<file path="src/rtl/dice_roll_controller_pkg.sv">
// dice_pkg: FSM states, blank code, die table and small helpers shared by
// the dice roll controller files.
package dice_pkg;

    typedef enum logic [2:0] {IDLE, PRESS_DB, ROLL, RELEASE_DB, SHOW} state_t;

    localparam logic [3:0] BLANK = 4'hF;
    localparam int DIE_N [7] = '{4, 6, 8, 10, 12, 20, 100};

    function automatic logic [6:0] die_max(input logic [2:0] idx);
        return 7'(DIE_N[idx] - 1);
    endfunction

    // Lowest-index set bit wins when several buttons are pressed together.
    function automatic logic [2:0] lowest_set(input logic [6:0] v);
        logic [2:0] r;
        r = 3'd0;
        for (int i = 6; i >= 0; i--) if (v[i]) r = 3'(i);
        return r;
    endfunction

endpackage

</file>
<file path="src/rtl/dice_roll_controller_if.sv">
// dice_roll_controller_if: button inputs and display/result outputs of the
// dice roll controller; master drives buttons, slave is the controller.
interface dice_roll_controller_if;
    logic       ena;
    logic       btn_active_high;
    logic [6:0] btn_raw;
    logic [3:0] digit1;
    logic [3:0] digit10;
    logic [6:0] result;
    logic       result_valid;
    logic [2:0] die_sel;
    logic       rolling;

    modport master (
        output ena, btn_active_high, btn_raw,
        input  digit1, digit10, result, result_valid, die_sel, rolling
    );

    modport slave (
        input  ena, btn_active_high, btn_raw,
        output digit1, digit10, result, result_valid, die_sel, rolling
    );
endinterface

</file>
<file path="src/rtl/dice_roll_controller_bin_to_bcd.sv">
// dice_bin_to_bcd: 1..100 to {tens, ones} BCD; tens blanked below 10 and
// 100 displayed as 00 on the two-digit display.
module dice_bin_to_bcd
    import dice_pkg::*;
(
    input  logic [6:0] val_i,
    output logic [3:0] tens_o,
    output logic [3:0] ones_o
);
    assign tens_o = val_i >= 7'd100 ? 4'd0 : val_i < 7'd10 ? BLANK : 4'(val_i / 7'd10);
    assign ones_o = val_i >= 7'd100 ? 4'd0 : 4'(val_i % 7'd10);
endmodule

</file>
<file path="src/rtl/dice_roll_controller.sv">
// dice_roll_controller: arbitrates die buttons, debounces press/release and
// turns hold time into a roll result with BCD display digits.
module dice_roll_controller
    import dice_pkg::*;
#(
    parameter int DEBOUNCE_CYCLES = 1000,
    parameter int ANIM_CYCLES     = 50000
) (
    input logic                    clk,
    input logic                    rst_n,
    dice_roll_controller_if.slave  bus
);
    localparam int DW = $clog2(DEBOUNCE_CYCLES + 1);
    localparam int AW = $clog2(ANIM_CYCLES + 1);
    localparam logic [DW-1:0] DB_LAST   = DW'(DEBOUNCE_CYCLES - 1);
    localparam logic [AW-1:0] ANIM_LAST = AW'(ANIM_CYCLES - 1);

    logic [6:0]    sync1_q, sync2_q, btn;
    state_t        state_q;
    logic [2:0]    sel_q;
    logic [DW-1:0] db_cnt_q;
    logic [AW-1:0] anim_cnt_q;
    logic [6:0]    roll_cnt_q, roll_nxt, shown;
    logic          has_result_q;
    logic [3:0]    digit1_q, digit10_q, tens, ones;
    logic [6:0]    result_q;
    logic          result_valid_q, rolling_q;
    logic          sel_pressed, show_now;

    always_ff @(posedge clk or negedge rst_n) begin
        if (!rst_n) begin
            sync1_q <= '0;
            sync2_q <= '0;
        end else begin
            sync1_q <= bus.btn_raw;
            sync2_q <= sync1_q;
        end
    end

    assign btn         = sync2_q ^ {7{~bus.btn_active_high}};
    assign sel_pressed = btn[sel_q];
    assign roll_nxt    = roll_cnt_q == die_max(sel_q) ? 7'd0 : roll_cnt_q + 7'd1;
    assign shown       = roll_cnt_q + 7'd1;
    assign show_now    = state_q == RELEASE_DB && !sel_pressed && db_cnt_q == DB_LAST;

    dice_bin_to_bcd u_bcd (.val_i(shown), .tens_o(tens), .ones_o(ones));

    always_ff @(posedge clk or negedge rst_n) begin
        if (!rst_n) begin
            state_q        <= IDLE;
            sel_q          <= '0;
            db_cnt_q       <= '0;
            anim_cnt_q     <= '0;
            roll_cnt_q     <= '0;
            has_result_q   <= 1'b0;
            digit1_q       <= BLANK;
            digit10_q      <= BLANK;
            result_q       <= '0;
            result_valid_q <= 1'b0;
            rolling_q      <= 1'b0;
        end else if (!bus.ena) begin
            result_valid_q <= 1'b0;
        end else begin
            result_valid_q <= 1'b0;
            case (state_q)
                IDLE, SHOW: if (|btn) begin
                    state_q   <= PRESS_DB;
                    sel_q     <= lowest_set(btn);
                    db_cnt_q  <= '0;
                    rolling_q <= 1'b1;
                end
                PRESS_DB: if (!sel_pressed) begin
                    state_q   <= has_result_q ? SHOW : IDLE;
                    rolling_q <= 1'b0;
                end else if (db_cnt_q == DB_LAST) begin
                    state_q    <= ROLL;
                    roll_cnt_q <= '0;
                    anim_cnt_q <= '0;
                end else begin
                    db_cnt_q <= db_cnt_q + DW'(1);
                end
                ROLL: if (!sel_pressed) begin
                    state_q  <= RELEASE_DB;
                    db_cnt_q <= '0;
                end
                RELEASE_DB: if (show_now) begin
                    state_q        <= SHOW;
                    result_q       <= shown;
                    has_result_q   <= 1'b1;
                    result_valid_q <= 1'b1;
                    digit1_q       <= ones;
                    digit10_q      <= tens;
                    rolling_q      <= 1'b0;
                end else if (sel_pressed) begin
                    state_q  <= ROLL;
                    db_cnt_q <= '0;
                end else begin
                    db_cnt_q <= db_cnt_q + DW'(1);
                end
                default: state_q <= IDLE;
            endcase
            // The counter keeps running through release debounce; the SHOW edge captures it.
            if (state_q == ROLL || (state_q == RELEASE_DB && !show_now)) begin
                roll_cnt_q <= roll_nxt;
                anim_cnt_q <= anim_cnt_q == ANIM_LAST ? '0 : anim_cnt_q + AW'(1);
                if (anim_cnt_q == ANIM_LAST) begin
                    digit1_q  <= ones;
                    digit10_q <= tens;
                end
            end
        end
    end

    assign bus.digit1       = digit1_q;
    assign bus.digit10      = digit10_q;
    assign bus.result       = result_q;
    assign bus.result_valid = result_valid_q;
    assign bus.die_sel      = sel_q;
    assign bus.rolling      = rolling_q;
endmodule

</file>
<file path="src/flat_wrapper.sv">
// flat-port wrapper written by rule: the top's interface ports become plain ports
module dice_roll_controller_flat import dice_pkg::*;
#(
    parameter int DEBOUNCE_CYCLES = 1000,
    parameter int ANIM_CYCLES     = 50000
)
  (clk, rst_n, bus_ena, bus_btn_active_high, bus_btn_raw, bus_digit1, bus_digit10, bus_result, bus_result_valid, bus_die_sel, bus_rolling);
  dice_roll_controller_if bus_i ();
  input logic clk;
  input logic rst_n;
  input wire logic [$bits(bus_i.ena)-1:0] bus_ena;
  input wire logic [$bits(bus_i.btn_active_high)-1:0] bus_btn_active_high;
  input wire logic [$bits(bus_i.btn_raw)-1:0] bus_btn_raw;
  output wire logic [$bits(bus_i.digit1)-1:0] bus_digit1;
  output wire logic [$bits(bus_i.digit10)-1:0] bus_digit10;
  output wire logic [$bits(bus_i.result)-1:0] bus_result;
  output wire logic [$bits(bus_i.result_valid)-1:0] bus_result_valid;
  output wire logic [$bits(bus_i.die_sel)-1:0] bus_die_sel;
  output wire logic [$bits(bus_i.rolling)-1:0] bus_rolling;
  assign bus_i.ena = bus_ena;
  assign bus_i.btn_active_high = bus_btn_active_high;
  assign bus_i.btn_raw = bus_btn_raw;
  assign bus_digit1 = bus_i.digit1;
  assign bus_digit10 = bus_i.digit10;
  assign bus_result = bus_i.result;
  assign bus_result_valid = bus_i.result_valid;
  assign bus_die_sel = bus_i.die_sel;
  assign bus_rolling = bus_i.rolling;
  dice_roll_controller #(.DEBOUNCE_CYCLES(DEBOUNCE_CYCLES), .ANIM_CYCLES(ANIM_CYCLES)) u_core (.clk(clk), .rst_n(rst_n), .bus(bus_i));
endmodule
</file>
<file path="config.mk">
export PLATFORM = sky130hd
export DESIGN_NAME = dice_roll_controller_flat
export DESIGN_NICKNAME = d
export VERILOG_FILES = /design/src/rtl/dice_roll_controller_pkg.sv /design/src/rtl/dice_roll_controller_if.sv /design/src/rtl/dice_roll_controller_bin_to_bcd.sv /design/src/rtl/dice_roll_controller.sv /design/src/flat_wrapper.sv
export SDC_FILE = /design/constraint.sdc
export NUM_CORES = 1
export LEC_CHECK = 0
export CORE_MARGIN = 5
export CORE_UTILIZATION = 30
export DETAILED_ROUTE_END_ITERATION = 7
export HOLD_SLACK_MARGIN = 0.15
export PLACE_DENSITY_LB_ADDON = 0.1
export SLEW_MARGIN = 15
export SYNTH_ARGS = -nofsm -noshare
export SYNTH_HDL_FRONTEND = slang
export SYNTH_SLANG_ARGS = --single-unit
</file>
<file path="constraint.sdc">
create_clock -name clk -period 3.05 [get_ports clk]
set_input_delay 0.61 -clock clk [delete_from_list [all_inputs] [get_ports clk]]
set_output_delay 0.61 -clock clk [all_outputs]
set_load 0.02 [all_outputs]
</file>
==> results of run 1 <==
-- worst max path at each step --
stage	from	to	slack, ns	cells past startpoint
floorplan	u_core.roll_cnt_q[0]	u_core.bus.digit1[1]	0.009	17
global placement	u_core.roll_cnt_q[5]	u_core.bus.digit1[1]	-0.02	16
detailed placement	u_core.roll_cnt_q[0]	u_core.bus.digit1[1]	-0.07	17
CTS	u_core.roll_cnt_q[0]	u_core.bus.digit1[1]	0.0002	17
global route	u_core.roll_cnt_q[0]	u_core.bus.digit1[1]	-0.13	17
finish	u_core.roll_cnt_q[6]	u_core.bus.digit1[1]	-0.007	15
-- sequential cells by signal (all words and copies together) (netlist names) --
register,cells
u_core.sync1_q,7
u_core.bus.digit10,4
u_core.bus.die_sel,3
u_core.db_cnt_q,10
u_core.bus.result_valid,1
u_core.bus.digit1,4
u_core.state_q,3
u_core.sync2_q,7
u_core.has_result_q,1
u_core.anim_cnt_q,16
u_core.bus.rolling,1
u_core.roll_cnt_q,7
u_core.bus.result,7
-- synth_stat cells, drive strengths merged, types with 11 or more instances --
cell,n,share of area
o21ai,56,0.067
nand2,54,0.047
and3,16,0.023
inv,14,0.012
buf,18,0.022
nor2,40,0.035
nand2b,11,0.016
a21oi,24,0.030
dfrtp,63,0.36
nand3,31,0.036
-- repair_timing --
item | CTS | global route
setup buffers | 1 | 10
hold endpoints to repair | 0 | 0
resized for setup | 9 | 35
pin swaps | 5 | 18
endpoints found under the setup margin | 3 | 3
-- worst max-delay path, delay by kind of cell, from the launching register on --
kind	cells	cell delay (ns)
AO/OA/AOI/OAI	6	0.92
adder cells (fa/ha/maj)	1	0.18
flip-flops	1	0.44
multiplexers	1	0.26
AND/OR/NAND/NOR	7	1.17
-- final cells by class --
class	count	area share
clock inverters	4	0.0119
repair buffers	98	0.149
multi-input cells	380	0.439
flip-flops and latches	71	0.310
inverters	14	0.00909
well taps	180	0.0390
clock buffers	12	0.0426
-- cells by family after synthesis --
group                      after synthesis
AOI/OAI and AO/OA                      144
xor gates and xnor gates                16
adders and majority gates                6
buffers and inverters                   42
DFF                                     71
muxes                                    7
and+or+nand+nor                        207
-- layer usage --
| layer | up-vias | wire, µm |
|---|---|---|
| li1 | 1969 | - |
| met5 | - | 0 |
| met2 | 79 | 5580 |
| met1 | 1949 | 5390 |
| met4 | 0 | 191 |
| met3 | 16 | 384 |
-- power by group --
part / switching, W / internal [W]
logic: 0.00102 / 0.000977
registers: 0.000127 / 0.00103
clock network: 0.000384 / 0.000735
total: 0.00153 / 0.00274
-- metrics by stage --
step / instances / cell area (µm²)
floorplan: 493 / 4330
finish: 759 / 5780
global placement: 732 / 5190
global route: 759 / 5780
CTS: 749 / 5540
detailed placement: 732 / 5190
-- cells in the final DEF (no fill, tap or decap), drive strengths merged, types with 8 or more instances in the layout --
cell type / instances
o31ai: 10
o21ai: 56
buf: 69
dfrtp: 63
clkdlybuf4s50: 29
nor2: 40
a21oi: 24
dfstp: 8
and3: 16
nand2b: 11
inv: 14
nand3: 31
clkbuf: 12
xnor2: 10
nand2: 54
==> key figures, run 1 <==
Status
  – Status: finished, violations left
  – Failing checks: negative setup slack

Setup path
  – Worst path slowest cell: dfrtp_2
  – Worst path max stage delay: 0.44 ns
  – CP endpoint kind: register
  – WP data required: 3.30 ns
  – Crit path cell chain: or3b_4 > mux2_4 > o211ai_1 > a21bo_2 > nand2_2 > and3_4 > a21oi_4 > ha_4 > nand2b_4 > nor2_1 > nand4_1 > o221ai_2 > a32oi_2 > and3_4 > o31ai_4
  – WS Path Type: register to register
  – CP max FO: 4
  – Reg2Reg Depth: 15
  – Cell mode on critical path: and3_4
  – CP startpoint kind: register
  – Worst path arrival time: 3.31 ns
  – Reg2reg setup slack: -0.007 ns
  – Reg2Reg Capture Point: u_core.bus.digit1[1]
  – Worst reg2reg path startpoint: u_core.roll_cnt_q[6]

Timing
  – Final setup margin: -0.00729 ns
  – Peak Freq: 327 MHz
  – WHS: 0.259 ns
  – Final setup viols: 1
  – Crit share post-route: 1.00
  – Slew headroom: 0.643
  – Skew final: 0.00697 ns
  – Actual slew at the worst max-slew pin: 0.535 ns
  – Max Slew Vio Count: 0
  – Total Neg Setup Slack: -0.00729 ns
  – Period minus WS final: 3.06 ns
  – Final hold violations: 0

Layout
  – Register area: 0.00179 mm²
  – Final nets: 591
  – Final Util: 0.413
  – Layout area overhead: 33.8%
  – Layout fillers: 1398
  – Area of the multi-input gates: 0.00253 mm²
  – # diodes: 0
  – Share of cells above drive strength 1: 0.252

Synth
  – Synth Cell Area: 0.00432 mm²
  – EDFF count, synth: 0
  – Post-Synth Simple-Gate Area: 0.246
  – Post-synth ARST share: 1.00
  – Post-synthesis cell count: 493
  – YS warnings: 0
  – Average size of a mapped cell: 8.77 µm²
  – Synth Register Bits: 71
  – Post-synthesis xor/xnor area fraction: 0.0342
  – Yosys cell types: 76
  – Most used DFF post-synth: dfrtp_1
  – Mux cell area share after synthesis: 0.0203
  – Synth Area in Adders: 0.0174
  – Largest family of logic cells by synthesized area: simple AND/OR/NAND/NOR gates
  – Syn Nets: 510
  – Sequential fraction of the synthesis area: 0.413
  – Compound-Gate Fraction of Synth Area: 0.226

Placed design
  – DP Worst Slack: -0.0738 ns
  – I/O Buffers: 30
  – Routability cong.: 0.863
  – Post-DP HPWL: 8260 µm

Power and ir drop
  – P_leak: 2.36 nW
  – Power per Cell Area: 740 mW/mm²
  – Peak supply drop: 0.334 mV
  – Pwr Total: 0.00428 W

Die
  – Die H: 130 µm
  – Die footprint: 0.0169 mm²
  – Initial Util: 0.309
  – Core area: 0.0140 mm²
  – I/O pins: 31
  – Std cell rows: 43
  – Die W: 130 µm

Clock tree
  – TritonCTS Buffers: 9
  – CTS H-Tree Depth: 3
  – Worst-skew pair later-pin latency: 0.33 ns
  – Worst-path clk slew: 0.05 ns
  – Clock Sinks: 71
  – Max Root-Sink Buffers: 2
  – Root buffer cell: clkbuf_16
  – TritonCTS clock tree: done
  – Hold_buf cts: 0

Detailed routing
  – Iter 0 DRT Violations: 245
  – Number of remaining DRC errors: 0
  – WL/cell: 15.2 µm
  – Final wirelength: 11500 µm
  – 1st-pass router iterations: 4
  – Antenna viol nets, final: 0
  – Via count: 4013
  – Routed vias/inst: 5.29

GRT
  – Met3 GRT Util: 0.0307
  – Total GRT Usage: 0.140
  – Met1 Track Usage GR: 0.189
  – Largest net degree at the start of global routing: 27
  – M2 GR Usage: 0.224
  – Initial antenna violation count: 0
  – Vias in the first global route: 3814
  – First-pass GRT wire length: 18900 µm
  – Gr busiest metal: met2
  – Overflow left after global routing: 0

Run
  – MaxCap Viol Count: 0

Min path
  – HP Class: primary input to asynchronous set/reset pin
(Power assumes the default switching activity.)
==> run 2: changes to the inputs <==
--- a/config.mk
+++ b/config.mk
@@ -6,9 +6,9 @@
 export NUM_CORES = 1
 export LEC_CHECK = 0
+export ABC_AREA = 1
 export CORE_MARGIN = 5
 export CORE_UTILIZATION = 30
 export DETAILED_ROUTE_END_ITERATION = 7
 export HOLD_SLACK_MARGIN = 0.15
-export PLACE_DENSITY_LB_ADDON = 0.1
 export SLEW_MARGIN = 15
 export SYNTH_ARGS = -nofsm -noshare
==> constraint.sdc (replaced) <==
create_clock -name clk -period 3.05 [get_ports clk]
set_input_delay 0.305 -clock clk [delete_from_list [all_inputs] [get_ports clk]]
set_output_delay 0.305 -clock clk [all_outputs]
set_load 0.02 [all_outputs]
==> key figures, run 2 <==
Timing
  – Slew headroom: 0.407 (was 0.643)
  – Final hold violations: 0 (unchanged)
  – Final setup viols: 0 (was 1)
  – Crit share post-route: 0.880 (was 1.00)
  – Skew final: 0.00908 ns (was 0.00697 ns)
  – WHS: 0.168 ns (was 0.259 ns)
  – Actual slew at the worst max-slew pin: 0.890 ns (was 0.535 ns)
  – Period minus WS final: 2.68 ns (was 3.06 ns)
  – Peak Freq: 373 MHz (was 327 MHz)
  – Total Neg Setup Slack: 0 ns (was -0.00729 ns)
  – Max Slew Vio Count: 0 (unchanged)
  – RSZ-0062 raised after global routing: false

GRT
  – Largest net degree at the start of global routing: 72 (was 27)
  – Vias in the first global route: 3389 (was 3814)
  – Overflow left after global routing: 0 (unchanged)
  – Total GRT Usage: 0.120 (was 0.140)
  – First-pass GRT wire length: 15800 µm (was 18900 µm)
  – Initial antenna violation count: 0 (unchanged)

Layout
  – # diodes: 0 (unchanged)
  – Share of cells above drive strength 1: 0.176 (was 0.252)
  – Largest register FFs: 16 (unchanged)
  – Most frequent cells in the layout: nand2_1, dfrtp_1, inv_1 (was buf_4, dfrtp_1, nand2_1)
  – Non-filler instance count after layout: 717 (was 759)
  – Regs by FF count: u_core.anim_cnt_q x16, u_core.db_cnt_q x10 (unchanged)
  – Layout area overhead: 19.9% (was 33.8%)
  – Top reg by flops: u_core.anim_cnt_q (unchanged)
  – Most common cell after layout, fill and taps aside: nand2_1 (was buf_4)
  – Final nets: 553 (was 591)

Synth
  – Post-Synth Simple-Gate Area: 0.280 (was 0.246)
  – Synth Register Bits: 71 (unchanged)
  – Compound-Gate Fraction of Synth Area: 0.123 (was 0.226)
  – Synth cell count leaders: nand2_1, dfrtp_1, inv_1 (was dfrtp_1, nand2_1, nor2_1)
  – Top-area cell type share of the netlist area: 0.385 (was 0.365)
  – Mux cell area share after synthesis: 0 (was 0.0203)
  – Synth Area in Adders: 0.0183 (was 0.0174)
  – Count leader, synth: nand2_1 (was dfrtp_1)
  – Largest family of logic cells by synthesized area: simple AND/OR/NAND/NOR gates (unchanged)
  – EDFF count, synth: 0 (unchanged)
  – Most used DFF post-synth: dfrtp_1 (unchanged)
  – YS warnings: 0 (unchanged)
  – Syn Nets: 513 (was 510)
  – Post-synthesis cell count: 496 (was 493)
  – Yosys cell types: 46 (was 76)
  – Synth Cell Area: 0.00410 mm² (was 0.00432 mm²)
  – Post-synthesis xor/xnor area fraction: 0.0623 (was 0.0342)
  – Sequential fraction of the synthesis area: 0.436 (was 0.413)
  – Synth area leader: dfrtp_1 (unchanged)
  – Post-synth ARST share: 1.00 (unchanged)
  – Synth area leaders: dfrtp_1, nand2_1, inv_1 (was dfrtp_1, dfstp_2, nand2_1)
  – Average size of a mapped cell: 8.26 µm² (was 8.77 µm²)

Detailed routing
  – Final wirelength: 8990 µm (was 11500 µm)
  – Number of remaining DRC errors: 0 (unchanged)
  – Iter 0 DRT Violations: 199 (was 245)
  – 1st-pass router iterations: 5 (was 4)
  – Antenna viol nets, final: 0 (unchanged)
  – Via count: 3431 (was 4013)
  – WL/cell: 12.5 µm (was 15.2 µm)
  – Routed vias/inst: 4.79 (was 5.29)

Setup path
  – Worst path arrival time: 2.96 ns (was 3.31 ns)
  – CP max FO: 6 (was 4)
  – Worst path slowest cell: dfrtp_1 (was dfrtp_2)
  – WS Path Type: register to register (unchanged)
  – Worst path max stage delay: 0.43 ns (was 0.44 ns)
  – CP endpoint kind: register (unchanged)
  – Crit path cell chain: ha_1 > nand3_1 > nor2_1 > nand2_1 > nand2_2 > nand3_4 > o211ai_4 > nand2_4 > nand2_1 > nand2_2 > inv_2 > nand2_2 > nand2_2 > nand2_2 > nand2_1 > inv_1 > ha_1 > inv_1 > nand3_2 > nand3_2 > nand2_1 > nand3_1 > nand2_1 (was or3b_4 > mux2_4 > o211ai_1 > a21bo_2 > nand2_2 > and3_4 > a21oi_4 > ha_4 > nand2b_4 > nor2_1 > nand4_1 > o221ai_2 > a32oi_2 > and3_4 > o31ai_4)
  – WP data required: 3.33 ns (was 3.30 ns)
  – CP startpoint kind: register (unchanged)

Die
  – Die H: 127 µm (was 130 µm)
  – Core area: 0.0133 mm² (was 0.0140 mm²)
  – Die W: 127 µm (was 130 µm)
  – I/O pins: 31 (unchanged)
  – Std cell rows: 42 (was 43)
  – Die footprint: 0.0161 mm² (was 0.0169 mm²)
  – Initial Util: 0.308 (was 0.309)

Placed design
  – I/O Buffers: 30 (unchanged)
  – Post-DP HPWL: 6570 µm (was 8260 µm)
  – Placed Cells: 701 (was 732)
  – Routability cong.: 0.843 (was 0.863)

Clock tree
  – Worst-path clk slew: 0.06 ns (was 0.05 ns)
  – Clock Sinks: 71 (unchanged)
  – Root buffer cell: clkbuf_16 (unchanged)
  – Post-CTS sizing: 0 (was 9)
  – TritonCTS clock tree: done (unchanged)
  – TritonCTS Buffers: 9 (unchanged)
  – CTS H-Tree Depth: 3 (unchanged)
  – Post CTS Setup Buffer Count: 0 (was 1)
  – Hold_buf cts: 0 (unchanged)
  – Worst-skew pair later-pin latency: 0.35 ns (was 0.33 ns)
  – Max Root-Sink Buffers: 2 (unchanged)

Power and ir drop
  – Peak supply drop: 0.293 mV (was 0.334 mV)
  – Pwr Total: 0.00375 W (was 0.00428 W)
  – P_leak: 2.13 nW (was 2.36 nW)
  – Power per Cell Area: 763 mW/mm² (was 740 mW/mm²)

Status
  – Status: finished, final reports clean (was finished, violations left)

Min path
  – HP Class: primary input to asynchronous set/reset pin (unchanged)

Run
  – MaxCap Viol Count: 0 (unchanged)
## run 2: changes by cell type after synthesis, sizes merged, moves of 9 or more
cell	previous run	this run
nand2	54	115
inv	14	74
and3	16	1
xor2	6	21
a21oi	24	12
buf	18	7
nand2b	11	0
nand3	31	41
o21ai	56	46
clkbuf	10	1
o22ai	4	13
o31ai	10	1
## run 2: through the flow
stage	utilization	worst slack [ns]	cell area, µm²
floorplan	-	0.612	4100
global placement	0.347	0.317	4610
detailed placement	0.347	0.292	4610
CTS	0.369	0.377	4910
global route	0.369	0.0405	4910
finish	0.369	0.366	4910
## run 2: layout make-up
cell class / instances / area, µm²
multi-input combinational: 343 / 1980
sequential: 71 / 1790
clock buffer: 9 / 225
fill: 1334 / 8380
timing repair buffer: 37 / 348
tap: 176 / 220
clock inverter: 7 / 73.8
inverter: 74 / 278
## run 2: final timing paths
check                                     start                   end  slack (ns)  cells after the start
max                        u_core.roll_cnt_q[1]  u_core.bus.digit1[2]        0.37                     23
min                                       rst_n     u_core.sync1_q[5]        0.17                      2
max reg2reg                u_core.roll_cnt_q[1]  u_core.bus.digit1[2]        0.37                     23
min reg2reg                   u_core.sync1_q[3]     u_core.sync2_q[3]        0.35                      0
max in group asynchronous                 rst_n  u_core.bus.result[1]        2.31                      2
min in group clk              u_core.sync1_q[3]     u_core.sync2_q[3]        0.35                      0
## run 2: metal layers
layer / global-route usage / part of all wire / vias up
met4: 0.0625 / 0.026 / 0
met2: 0.189 / 0.47 / 73
met1: 0.149 / 0.46 / 1631
li1: - / - / 1707
met5: 0 / 0 / -
met3: 0.0370 / 0.044 / 20
## run 2: worst max-delay path, delay by kind of cell (launching register included)
family	cells	cell delay, ns
AO/OA/AOI/OAI	1	0.12
adder cells (fa/ha/maj)	2	0.40
buffers and inverters	3	0.21
flip-flops	1	0.43
AND/OR/NAND/NOR	17	1.46
## run 2: where the power goes
| part | internal [W] | switching, W | total [W] |
|---|---|---|---|
| sequential | 0.00110 | 0.000183 | 0.00129 |
| clock | 0.000632 | 0.000423 | 0.00105 |
| combinational | 0.000480 | 0.000926 | 0.00141 |
| total | 0.00222 | 0.00153 | 0.00375 |
## run 2: logic make-up (layout without fill, tap and decap cells)
logic type | count (synthesis) | count (layout)
fa+ha+maj | 6 | 6
compound gates | 82 | 82
xor+xnor | 24 | 24
simple gates | 231 | 231
buf+inv | 82 | 127
flops | 71 | 71
==> run 3: changes to the inputs <==
Settings changed: CORE_MARGIN 5 to 3.
==> key figures, run 3 (synthesized netlist as in run 2, its figures left out) <==
Timing
  – Final hold violations: 0 (unchanged)
  – Peak Freq: 377 MHz (was 373 MHz)
  – Actual slew at the worst max-slew pin: 0.633 ns (was 0.890 ns)
  – Crit share post-route: 0.869 (was 0.880)
  – Skew final: 0.0107 ns (was 0.00908 ns)
  – Max Slew Vio Count: 0 (unchanged)
  – Final setup viols: 0 (unchanged)
  – Slew headroom: 0.574 (was 0.407)
  – RSZ-0062 raised after global routing: false (unchanged)
  – Total Neg Setup Slack: 0 ns (unchanged)
  – Period minus WS final: 2.65 ns (was 2.68 ns)

GRT
  – First-pass GRT wire length: 15300 µm (was 15800 µm)
  – Initial antenna violation count: 0 (unchanged)
  – Met3 GRT Util: 0.0286 (was 0.0370)
  – Met1 Track Usage GR: 0.157 (was 0.149)
  – Vias in the first global route: 3377 (was 3389)
  – Total GRT Usage: 0.126 (was 0.120)
  – Gr busiest metal: met2 (unchanged)
  – Largest net degree at the start of global routing: 30 (was 72)
  – Overflow left after global routing: 0 (unchanged)
  – M2 GR Usage: 0.205 (was 0.189)

Layout
  – Share of cells above drive strength 1: 0.173 (was 0.176)
  – Layout area overhead: 20.3% (was 19.9%)
  – Largest register FFs: 16 (unchanged)
  – Regs by FF count: u_core.anim_cnt_q x16, u_core.db_cnt_q x10 (unchanged)
  – Post-Layout Inst Area: 0.00493 mm² (was 0.00491 mm²)
  – Most frequent cells in the layout: nand2_1, dfrtp_1, inv_1 (unchanged)
  – Final nets: 555 (was 553)
  – Most common cell after layout, fill and taps aside: nand2_1 (unchanged)
  – # diodes: 0 (unchanged)
  – Top reg by flops: u_core.anim_cnt_q (unchanged)

Clock tree
  – TritonCTS clock tree: done (unchanged)
  – Post CTS Setup Buffer Count: 0 (unchanged)
  – Worst-skew pair later-pin latency: 0.34 ns (was 0.35 ns)
  – CTS H-Tree Depth: 3 (unchanged)
  – Post-CTS sizing: 0 (unchanged)
  – TritonCTS Buffers: 9 (unchanged)
  – Root buffer cell: clkbuf_16 (unchanged)
  – Hold_buf cts: 1 (was 0)
  – Worst-path clk slew: 0.06 ns (about the same)
  – Clock Sinks: 71 (unchanged)
  – Max Root-Sink Buffers: 2 (unchanged)

Die
  – Die H: 123 µm (was 127 µm)
  – Die W: 123 µm (was 127 µm)
  – I/O pins: 31 (unchanged)
  – Initial Util: 0.308 (unchanged)
  – Die footprint: 0.0151 mm² (was 0.0161 mm²)
  – Std cell rows: 42 (unchanged)
  – Core area: 0.0133 mm² (unchanged)

Power and ir drop
  – Pwr Total: 0.00374 W (was 0.00375 W)
  – Power per Cell Area: 760 mW/mm² (was 763 mW/mm²)
  – Peak supply drop: 0.256 mV (was 0.293 mV)
  – P_leak: 2.16 nW (was 2.13 nW)

Setup path
  – WP data required: 3.32 ns (was 3.33 ns)
  – WS Path Type: register to register (unchanged)
  – CP startpoint kind: register (unchanged)
  – Worst path arrival time: 2.92 ns (was 2.96 ns)
  – CP endpoint kind: register (unchanged)
  – CP max FO: 6 (unchanged)

Min path
  – HP Class: register to register (was primary input to asynchronous set/reset pin)

Detailed routing
  – Iter 0 DRT Violations: 209 (was 199)
  – Final wirelength: 8860 µm (was 8990 µm)
  – WL/cell: 12.3 µm (was 12.5 µm)
  – Antenna viol nets, final: 0 (unchanged)
  – Routed vias/inst: 4.75 (was 4.79)
  – 1st-pass router iterations: 4 (was 5)
  – Number of remaining DRC errors: 0 (unchanged)
  – Via count: 3416 (was 3431)

Placed design
  – I/O Buffers: 30 (unchanged)
  – Routability cong.: 0.918 (was 0.843)
  – Placed Instance Area: 0.00462 mm² (was 0.00461 mm²)
  – Post-DP HPWL: 6680 µm (was 6570 µm)

Status
  – Status: finished, final reports clean (unchanged)

Run
  – MaxCap Viol Count: 0 (unchanged)
## run 3: cell count changes in the layout (fill, tap and decap cells not counted), sizes merged
cell	delta
clkbuf	+3
clkinv	+1
buf	+1
dlygate4sd3	+1
clkinvlp	-4
## run 3: path summary, 6_finish.rpt
kind                                             end  slack [ns]  cells past startpoint                  from
worst max-delay path            u_core.bus.digit1[1]        0.40                     23  u_core.roll_cnt_q[1]
worst min-delay path               u_core.sync2_q[5]        0.35                      0     u_core.sync1_q[5]
worst max register to register  u_core.bus.digit1[1]        0.40                     23  u_core.roll_cnt_q[1]
worst min register to register     u_core.sync2_q[5]        0.35                      0     u_core.sync1_q[5]
max in group asynchronous       u_core.bus.digit1[3]        1.72                      3                 rst_n
min in group asynchronous          u_core.sync2_q[2]        0.49                      2                 rst_n
## run 3: stage by stage
step	hold slack, ns	std cells	utilization	setup slack, ns
after floorplan	0.00941	496	-	0.612
after global placement	0.323	702	0.347	0.309
after detailed placement	0.334	702	0.347	0.304
after CTS	0.347	719	0.371	0.378
after global routing	0.352	719	0.371	0.0878
final	0.346	719	0.371	0.401
## run 3: cell type report
class,count,area [µm²]
fill,1332,8370
multi-input combinational,343,1980
sequential,71,1790
timing repair buffer,39,365
inverter,74,278
clock buffer,12,256
tap,176,220
clock inverter,4,43.8
## run 3: worst max-delay path: stages, from the launching register on
cell      delay (ns)
dfrtp_1         0.43
ha_1            0.24
nand3_1         0.11
nor2_1          0.11
nand2_1         0.07
nand2_2         0.14
nand3_4         0.12
o211ai_4        0.13
nand2_4         0.10
nand2_1         0.08
nand2_2         0.06
inv_2           0.05
nand2_2         0.05
nand2_2         0.09
nand2_2         0.07
nand2_1         0.06
inv_1           0.05
ha_1            0.16
inv_1           0.07
nand3_2         0.11
nand3_2         0.10
nand2_1         0.05
nand3_1         0.06
nand2_1         0.05
## run 3: where the power goes
part / internal [W] / switching (W)
logic: 0.000482 / 0.000911
clock network: 0.000672 / 0.000391
registers: 0.00110 / 0.000185
## run 3: metal layers
layer	vias to the layer above	share of wire
li1	1712	-
met1	1644	0.47
met2	47	0.47
met3	13	0.038
met4	0	0.022
met5	-	0
